`config.mk`:
```
export PLATFORM = sky130hd
export DESIGN_NAME = axil_rdata_fifo
export DESIGN_NICKNAME = d
export VERILOG_FILES = /design/src/rtl/axil_rdata_fifo.sv
export SDC_FILE = /design/constraint.sdc
export NUM_CORES = 1
export LEC_CHECK = 0
export CAP_MARGIN = 20
export CORE_ASPECT_RATIO = 1.5
export CORE_MARGIN = 10
export CORE_UTILIZATION = 39
export DETAILED_ROUTE_END_ITERATION = 6
export PLACE_DENSITY = 0.66
export SLEW_MARGIN = 20
export SYNTH_ARGS = -nofsm -noshare
export SYNTH_HDL_FRONTEND = slang
export SYNTH_SLANG_ARGS = --single-unit
```
`constraint.sdc`:
```
create_clock -name ACLK -period 4.5 [get_ports ACLK]
set_clock_uncertainty 0.1 [all_clocks]
set_input_delay 0.675 -clock ACLK [delete_from_list [all_inputs] [get_ports ACLK]]
set_output_delay 0.675 -clock ACLK [all_outputs]
set_load 0.01 [all_outputs]
```
`src/rtl/axil_rdata_fifo.sv`:
```
// rtl/axil_rdata_fifo.sv - AXI-Lite read-data FIFO with level output; AXIL_RDATA_ERRCNT_EN enables the error-response counter
module axil_rdata_fifo #(
    parameter int DATA_W = 32,
    parameter int DEPTH  = 4,
    parameter int LVL_W  = $clog2(DEPTH) + 1
) (
    input  logic              ACLK,
    input  logic              ARESETn,
    input  logic              s_RVALID,
    output logic              s_RREADY,
    input  logic [DATA_W-1:0] s_RDATA,
    input  logic [1:0]        s_RRESP,
    output logic              m_RVALID,
    input  logic              m_RREADY,
    output logic [DATA_W-1:0] m_RDATA,
    output logic [1:0]        m_RRESP,
    output logic [LVL_W-1:0]  level,
    input  logic              err_clr,
    output logic [15:0]       err_cnt
);

    localparam int               PTR_W    = $clog2(DEPTH);
    localparam int               BEAT_W   = DATA_W + 2;
    localparam logic [LVL_W-1:0] LVL_FULL = LVL_W'(DEPTH);
    localparam logic [LVL_W-1:0] LVL_ONE  = LVL_W'(1);
    localparam logic [PTR_W-1:0] PTR_ONE  = PTR_W'(1);

    // Each entry carries its response bits alongside the data so they cannot drift apart.
    logic [BEAT_W-1:0] mem [DEPTH];
    logic [PTR_W-1:0]  wr_ptr;
    logic [PTR_W-1:0]  rd_ptr;
    logic [LVL_W-1:0]  lvl_q;
    logic [BEAT_W-1:0] head;
    logic              push;
    logic              pop;

    // Ready depends only on stored level and reset, never on m_RREADY, so a full FIFO refuses
    // a beat even when the head is leaving on the same edge.
    assign s_RREADY = (lvl_q != LVL_FULL) && !ARESETn;
    assign m_RVALID = (lvl_q != '0);
    assign push     = s_RVALID && s_RREADY;
    assign pop      = m_RVALID && m_RREADY;
    assign level    = lvl_q;
    assign head     = mem[rd_ptr];

    // Storage array: written on push only; contents are left as-is across reset.
    always_ff @(posedge ACLK) begin
        if (push) begin
            mem[wr_ptr] <= {s_RDATA, s_RRESP};
        end
    end

    // Pointers wrap naturally at DEPTH (power of two); full/empty come from the level count.
    always_ff @(posedge ACLK) begin
        if (ARESETn) begin
            wr_ptr <= '0;
            rd_ptr <= '0;
        end else begin
            if (push) begin
                wr_ptr <= wr_ptr + PTR_ONE;
            end
            if (pop) begin
                rd_ptr <= rd_ptr + PTR_ONE;
            end
        end
    end

    // Level counter: simultaneous push and pop leaves it unchanged.
    always_ff @(posedge ACLK) begin
        if (ARESETn) begin
            lvl_q <= '0;
        end else if (push && !pop) begin
            lvl_q <= lvl_q + LVL_ONE;
        end else if (pop && !push) begin
            lvl_q <= lvl_q - LVL_ONE;
        end
    end

    // Head beat is presented only while valid; otherwise the outputs are held at zero.
    always_comb begin
        m_RDATA = '0;
        m_RRESP = '0;
        if (m_RVALID) begin
            m_RDATA = head[BEAT_W-1:2];
            m_RRESP = head[1:0];
        end
    end

`ifdef AXIL_RDATA_ERRCNT_EN
    logic [15:0] err_q;

    // Counts SLVERR/DECERR beats as they leave; clear beats a same-edge increment, count saturates.
    always_ff @(posedge ACLK) begin
        if (ARESETn) begin
            err_q <= '0;
        end else if (err_clr) begin
            err_q <= '0;
        end else if (pop && m_RRESP[1] && (err_q != 16'hFFFF)) begin
            err_q <= err_q + 16'd1;
        end
    end

    assign err_cnt = err_q;
`else
    logic unused_err_clr;

    assign unused_err_clr = err_clr;
    assign err_cnt        = '0;
`endif

endmodule

```
After elaboration in Yosys (flattened, before gate mapping). Memory sizes are Yosys's and may differ from the RTL's. A register that Yosys moved wholly into a read port is not among the register bits. Cells that the tools add are included.

Output and inout port bits: 55. Logic and storage cells: 27. Input port bits: 39. Memory bits (writable): 136. Memories kept: 1. Register bits: 7.

Memory list: mem (words 4, width 34, read ports 1, clocked after Yosys merged registers in 1, write ports 1, RTL line 29) `logic [BEAT_W-1:0] mem [DEPTH];`.

Equal/unequal tests: 1. Muxes and demuxes: 8. Add/sub/neg operators: 4. Reduce and logical (&&, ||, !) cells: 10.

Operators with widths (count): 32-bit two-way mux (1); 2-bit two-way mux (3); 3-bit two-way mux (2); 1-bit logical AND (5); 2-bit by 1-bit adder with 2-bit output, second input constant (2); 3-bit by 1-bit adder with 3-bit output, second input constant (1); 1-bit logical NOT (3); 3-bit inequality test, second input constant (1); 3-bit nonzero test (1); 3-bit by 1-bit subtractor with 3-bit output, second input constant (1); 1-bit two-way mux (2); 2-bit nonzero test (1).

Longest topological paths before layout. Gate-level depths: netlist of the first run.

Depth in word-level cells: 7. Depth in mapped cells: 8. Gate-level depth less buffers: 8.

Worst setup path before layout of the first run. No wires, ideal clock.

Path type: input port to flip-flop. Start: in ARESETn. End: mem mem[0][0] in the netlist's numbering, enable pin. Cell stages on the path: 3. Setup time: 0.394 ns. Path slack: 1.928 ns. Arrival time: 2.078 ns. Cell sequence: clkbuf_1 > nor3b_4 > and2_1.

Cells in the longest elaborated chain, start to end: 5.

RTL lines: from (decl) (RTL line 8) `input logic ARESETn,`; 1-bit logical NOT (RTL line 39) `assign s_RREADY = (lvl_q != LVL_FULL) && !ARESETn;`; 1-bit logical AND (RTL line 39); 1-bit logical AND (RTL line 41) `assign push = s_RVALID && s_RREADY;`; via push (RTL line 34) `logic push;`; 1-bit two-way mux (RTL line 48) `if (push) begin`; 1-bit two-way mux (implied by the code) (RTL line 49) `mem[wr_ptr] <= {s_RDATA, s_RRESP};`; to (decl) (RTL line 29).

The timed path passes the listed nets, and every way through them passes these cells.

==> reports/qor.csv, run 1 <==
stage;metric;value;unit
clocking;clkTransAtPathRegs;0.06;ns
global_routing;grt_pass1_vias;3133;
job;maxCapViolations;0;
final_layout;nNetsFinal;410;
floorplan;core-area;14530;um2
synthesis;synth-seq-cells;145;
timing;rsz0062_at_grt;false;
place;dp_hpwl;6557;um
drt;routedWlPerCell;18.82;um
final_layout;drive_above_1_share;20.11;%
worst_setup_path;critPathBufInv;2;
worst_setup_path;slowest_delay;0.77;ns
final_layout;finalInstanceArea;7234;um2
worst_setup_path;end_kind;output pin;
pwr;leakagePower;2.376;nW
timing;setup_violations;0;
place;place.port_buffers;76;
floorplan;rows;54;
worst_setup_path;timing.rr.start;level[0];
worst_setup_path;critPathMaxFanout;19;
timing;period_share;77.85;%
clocking;post-cts-setup-buffer-count;0;
synthesis;ys_seq_area_share;74.02;%
floorplan;die_x;119.2;um
drt;num_vias;2724;
clocking;cts_buffer_depth;2;
final_layout;num_antenna_cells;0;
pwr;ir_drop;0.0002340;V
synthesis;synthArstFlopShare;0;%
global_routing;overflow;0;
global_routing;antenna_found_initial;0;
final_layout;layout_common_cells;136 x edfxtp_1, 76 x clkdlybuf4s50_1, 34 x mux4_2, 26 x nor2b_1, 20 x clkbuf_16;
clocking;hold_buffers;0;
place;gp_congestion;0.6795;
final_layout;layout_commonest_cell;edfxtp_1;
clocking;cts.repair.resized;0;
hold_path;hold_class;reg -> reg;
floorplan;ios;94;
timing;fin_tns_setup;0;ns
drt;dr.pass1.iters;4;
global_routing;grt_max_degree;38;
worst_setup_path;cp-start-kind;flop;
worst_setup_path;crit_family;buffers and inverters;
clocking;insertion_delay;0.41;ns
drt;drtAntennaViolNets;0;
drt;vias_per_cell;4.746;
drt;drt_iter0_markers;134;
clocking;cts_root_buf;clkbuf_16;
timing;timing.fmax;285.4;MHz
synthesis;synth_area;5761;um2
hold_path;hold_start;rd_ptr[1];
synthesis;avgSynthCellArea;20.57;um2
floorplan;start_util;39.66;%
clocking;clock-sinks;145;
worst_setup_path;critPathRequiredTime;3.72;ns
timing;worst_slew_pin_slew;1.006;ns
synthesis;synthFlopType;edfxtp_1;
pwr;powerDensity;575.8;nW/um2
worst_setup_path;slowest_stage;dfxtp_2;
synthesis;yosys_warnings;0;
synthesis;syn_inst;280;
run_status;run_status;finished, final reports clean;
synthesis;synth_edf_count;136;
worst_setup_path;cp_cell_sequence;buf_4 -> mux4_2 -> and2b_1 -> clkdlybuf4s50_1;
timing;slew_headroom;32.94;%
final_layout;synthToLayoutAreaGrowth;25.59;%
clocking;h-tree-depth;4;
worst_setup_path;worst-setup-path-type;reg -> out;
worst_setup_path;cp.arrival;2.73;ns
floorplan;die_y;168.9;um
drt;drc_errors;0;
timing;report.final.slew_viol_count;0;
drt;wirelength;10810;um
clocking;cts_buffers;17;
global_routing;grt_pass1_wl;17140;um
floorplan;die_area;20130;um2
place;postPlaceCellArea;6649;um2
synthesis;yosysUniqueCellTypes;29;
timing;finalHoldViolCount;0;
timing;post-route-min-period;3.503;ns
global_routing;grt_util_all_layers;11.25;%
clocking;cts_tree;done;
## registers in the layout (all words and copies together) (netlist names), named ones only
register and count:
rd_ptr 2, level 3, mem 136, wr_ptr 2
## cell families after synthesis
logic type	after synthesis	share of synthesized area, %
flip-flops	145	74.02
AND/OR/NAND/NOR	51	5.799
multiplexers	37	13.84
buffers and inverters	32	3.910
adder cells (fa/ha/maj)	6	1.434
AO/OA/AOI/OAI	5	0.4779
XOR/XNOR	3	0.4562
other	1	0.06510
## Yosys cell counts (all sizes together), types with 2 or more instances
| cell | number | area share (%) |
|---|---|---|
| clkbuf | 4 | 0.28 |
| edfxtp | 136 | 71 |
| mux2i | 2 | 0.35 |
| and2 | 4 | 0.43 |
| inv | 4 | 0.26 |
| nor2b | 26 | 2.8 |
| a21oi | 2 | 0.17 |
| ha | 5 | 1.1 |
| mux4 | 34 | 13 |
| xor2 | 3 | 0.46 |
| nor3b | 2 | 0.54 |
| nor2 | 6 | 0.39 |
| dfxtp | 9 | 3.1 |
| or3 | 2 | 0.22 |
| and2b | 8 | 1.0 |
| o21ai | 2 | 0.17 |
| buf | 24 | 3.4 |
## cell type report
type	count	area, um2
sequential	145	4267
clock inverter	9	63.81
clock buffer	23	521.8
timing repair buffer	79	783.3
tap	196	245.2
fill	1195	7292
multi-input combinational	118	1339
inverter	4	15.01
## worst paths after layout
| check | to | slack, ns | cells past startpoint |
|---|---|---|---|
| worst max-delay path | m_RDATA[6] | 1.0 | 4 |
| worst min-delay path | flop | 0.39 | 2 |
| worst max register to register | level[2] | 2.03 | 8 |
| worst min register to register | flop | 0.39 | 2 |
## per-stage QoR
step / total power [mW] / setup slack (ns) / hold slack (ns) / utilization, % / instances
after floorplan: 2.388 / 1.928 / 0.3591 / - / 295
after global placement: 2.865 / 1.314 / 0.3718 / 45.77 / 542
after detailed placement: 2.887 / 1.269 / 0.3769 / 45.77 / 542
after CTS: 4.243 / 0.8669 / 0.3909 / 49.80 / 574
after global routing: 4.386 / 0.7481 / 0.4226 / 49.80 / 574
final: 4.166 / 0.9967 / 0.3929 / 49.80 / 574
## where the power goes
part           switching (mW)  internal, mW  total (mW)
Sequential              0.113          1.60        1.71
Clock                   0.529         0.823        1.35
Combinational           0.454         0.648        1.10
Total                    1.10          3.07        4.17
## tightest hold or removal path, delay by kind of cell (launching register included)
family	cells	cell delay [ns]
flip-flops	1	0.31
AO/OA/AOI/OAI	2	0.14
## metal layers
metal / track usage (%) / vias up / share of wire, %
li1: - / 1236 / -
met1: 11.64 / 1405 / 39
met2: 19.57 / 75 / 53
met3: 4.962 / 8 / 6.9
met4: 4.315 / 0 / 1.0
met5: 0 / - / 0
Power figures use the tool's default switching activity.
==> inputs of run 2 (changes only) <==
Clock period 4.5 ns to 3.3 ns, I/O delays scaled along.
==> run 2 against run 1 <==
  * Utilization up 1.1 points
  * Non-clock buffer count rose by 10
  * Largest cell class unchanged
  * Final area increased by 2.2%
  * Sequential share of layout area down 1.3 points
  * Critical path type unchanged
  * Largest power group unchanged
  * Worst setup slack got worse by 0.71 ns
==> reports/qor.csv, run 2 (same netlist as run 1, synthesis figures left out) <==
stage;metric;value;unit;change
global_routing;grt_pass1_wl;17110;um;was 17140 um
final_layout;finalInstanceArea;7396;um2;was 7234 um2
place;dp.cells;552;;was 542
floorplan;die_y;168.9;um;unchanged
drt;route.met3.wl;512;um;was 743 um
pwr;leakagePower;2.437;nW;was 2.376 nW
worst_setup_path;end_kind;output pin;;unchanged
floorplan;core-area;14530;um2;unchanged
global_routing;grt_max_degree;23;;was 38
drt;dr.pass1.iters;4;;unchanged
clocking;hold_buffers;0;;unchanged
worst_setup_path;cp.arrival;2.42;ns;was 2.73 ns
final_layout;synthToLayoutAreaGrowth;28.39;%;was 25.59%
global_routing;grt_pass1_vias;3115;;was 3133
clocking;clkTransAtPathRegs;0.06;ns;about the same
clocking;h-tree-depth;4;;unchanged
global_routing;overflow;0;;unchanged
hold_path;hold_depth;2;;unchanged
place;place.port_buffers;76;;unchanged
final_layout;largest_reg_flops;136;;unchanged
worst_setup_path;critPathBufInv;2;;unchanged
clocking;cts.repair.resized;0;;unchanged
drt;top_layer_used;met4;;unchanged
place;dp_hpwl;7216;um;was 6557 um
clocking;cts_buffers;17;;unchanged
timing;timing.fmax;331.6;MHz;
final_layout;largest-register;mem;;unchanged
drt;routedWlPerCell;18.45;um;was 18.82 um
timing;finalHoldViolCount;0;;unchanged
final_layout;stdcell_count;584;;was 574
drt;drc_errors;0;;unchanged
final_layout;layout_common_cells;136 x edfxtp_1, 76 x clkdlybuf4s50_1, 34 x mux4_2, 26 x nor2b_1, 17 x clkbuf_16;;was 136 x edfxtp_1, 76 x clkdlybuf4s50_1, 34 x mux4_2, 26 x nor2b_1, 20 x clkbuf_16
final_layout;fillCellCount;1184;;was 1195
floorplan;rows;54;;unchanged
clocking;insertion_delay;0.40;ns;was 0.41 ns
job;maxCapViolations;0;;unchanged
clocking;cts_root_buf;clkbuf_16;;unchanged
timing;post-route-min-period;3.016;ns;
place;gp_congestion;0.6697;;was 0.6795
worst_setup_path;cp_cell_sequence;buf_12 -> mux4_2 -> and2b_1 -> clkdlybuf4s50_1;;was buf_4 -> mux4_2 -> and2b_1 -> clkdlybuf4s50_1
global_routing;grt_util_all_layers;11.25;%;about the same
final_layout;drive_above_1_share;22.42;%;was 20.11%
timing;report.final.slew_viol_count;0;;unchanged
floorplan;start_util;39.66;%;unchanged
pwr;powerDensity;781.5;nW/um2;was 575.8 nW/um2
drt;vias_per_cell;4.685;;was 4.746
drt;routed-wl-met2;6004;um;was 5762 um
worst_setup_path;slowest_delay;0.61;ns;was 0.77 ns
worst_setup_path;r2r_slack;1.02;ns;was 2.03 ns
worst_setup_path;critPathMaxFanout;12;;was 19
worst_setup_path;timing.rr.start;level[0];;unchanged
place;postPlaceCellArea;6812;um2;was 6649 um2
floorplan;die_x;119.2;um;unchanged
global_routing;antenna_found_initial;0;;unchanged
worst_setup_path;worst-setup-path-type;reg -> out;;unchanged
worst_setup_path;r2r_end;level[2];;unchanged
drt;drtAntennaViolNets;0;;unchanged
timing;rsz0062_at_grt;false;;unchanged
worst_setup_path;crit_family;buffers and inverters;;unchanged
final_layout;layout_commonest_cell;edfxtp_1;;unchanged
worst_setup_path;slowest_stage;dfxtp_2;;unchanged
timing;fin_tns_setup;0;ns;unchanged
timing;setup_violations;0;;unchanged
pwr;ir_drop;0.0004570;V;was 0.0002340 V
hold_path;hold_class;reg -> reg;;unchanged
drt;drt_iter0_markers;126;;was 134
drt;wl_met1;4068;um;was 4188 um
hold_path;hold_start;rd_ptr[1];;unchanged
clocking;post-cts-setup-buffer-count;0;;unchanged
drt;wirelength;10780;um;was 10810 um
clocking;cts_tree;done;;unchanged
clocking;clock-sinks;145;;unchanged
drt;num_vias;2736;;was 2724
clocking;cts_buffer_depth;2;;unchanged
final_layout;nNetsFinal;420;;was 410
floorplan;die_area;20130;um2;unchanged
final_layout;num_antenna_cells;0;;unchanged
timing;period_share;91.38;%;
run_status;run_status;finished, final reports clean;;unchanged
floorplan;ios;94;;unchanged
worst_setup_path;critPathRequiredTime;2.70;ns;was 3.72 ns
worst_setup_path;cp-start-kind;flop;;unchanged
timing;whs;0.3765;ns;was 0.3929 ns
worst_setup_path;r2r_cells;8;;unchanged
[run 2: cell types whose count changed in the layout (fill, tap and decap cells not counted), sizes merged]
cell | before | now
clkbuf | 23 | 18
buf | 3 | 13
clkinvlp | 0 | 2
bufinv | 0 | 2
clkinv | 4 | 5
[run 2: layout make-up]
cell class                 count  area [um2]  area share [%]
clock inverter                14       155.1           2.098
inverter                       4       15.01          0.2030
tap                          196       245.2           3.316
clock buffer                  18       429.2           5.803
multi-input combinational    118        1339           18.10
timing repair buffer          89       945.9           12.79
sequential                   145        4267           57.69
[run 2: tightest hold or removal path: cells and delay by family (launching register included)]
family          cells  cell delay [ns]
flops               1             0.30
compound gates      2             0.13
[run 2: worst max-delay path by stage]
| stage | from | slack, ns | cells past startpoint | to |
|---|---|---|---|---|
| final | flop | 0.28 | 4 | m_RDATA[3] |
| after global placement | flop | 0.65 | 4 | m_RDATA[6] |
| after detailed placement | flop | 0.64 | 4 | m_RDATA[3] |
| after CTS | flop | 0.19 | 4 | m_RDATA[3] |
| after global routing | flop | 0.1 | 4 | m_RDATA[3] |
| after floorplan | ARESETn | 0.91 | 3 | mem[0][0] |
[run 2: power by group]
part | internal [mW] | switching [mW]
Combinational | 0.951 | 0.675
Sequential | 2.18 | 0.116
Clock | 1.12 | 0.738
[run 2: stage by stage]
step | setup WS, ns | power, mW | util, %
2_1_floorplan | 0.9077 | 3.256 | -
3_3_place_gp | 0.6542 | 3.991 | 46.89
3_5_place_dp | 0.6368 | 4.022 | 46.89
4_1_cts | 0.1856 | 5.889 | 50.91
5_1_grt | 0.09994 | 6.077 | 50.91
6_report | 0.2845 | 5.780 | 50.91
[run 2: metal layers]
| metal | vias to the layer above | GRT usage (%) |
|---|---|---|
| met5 | - | 0 |
| met4 | 0 | 5.115 |
| met3 | 13 | 3.730 |
| met2 | 63 | 20.41 |
| met1 | 1398 | 11.34 |
| li1 | 1262 | - |
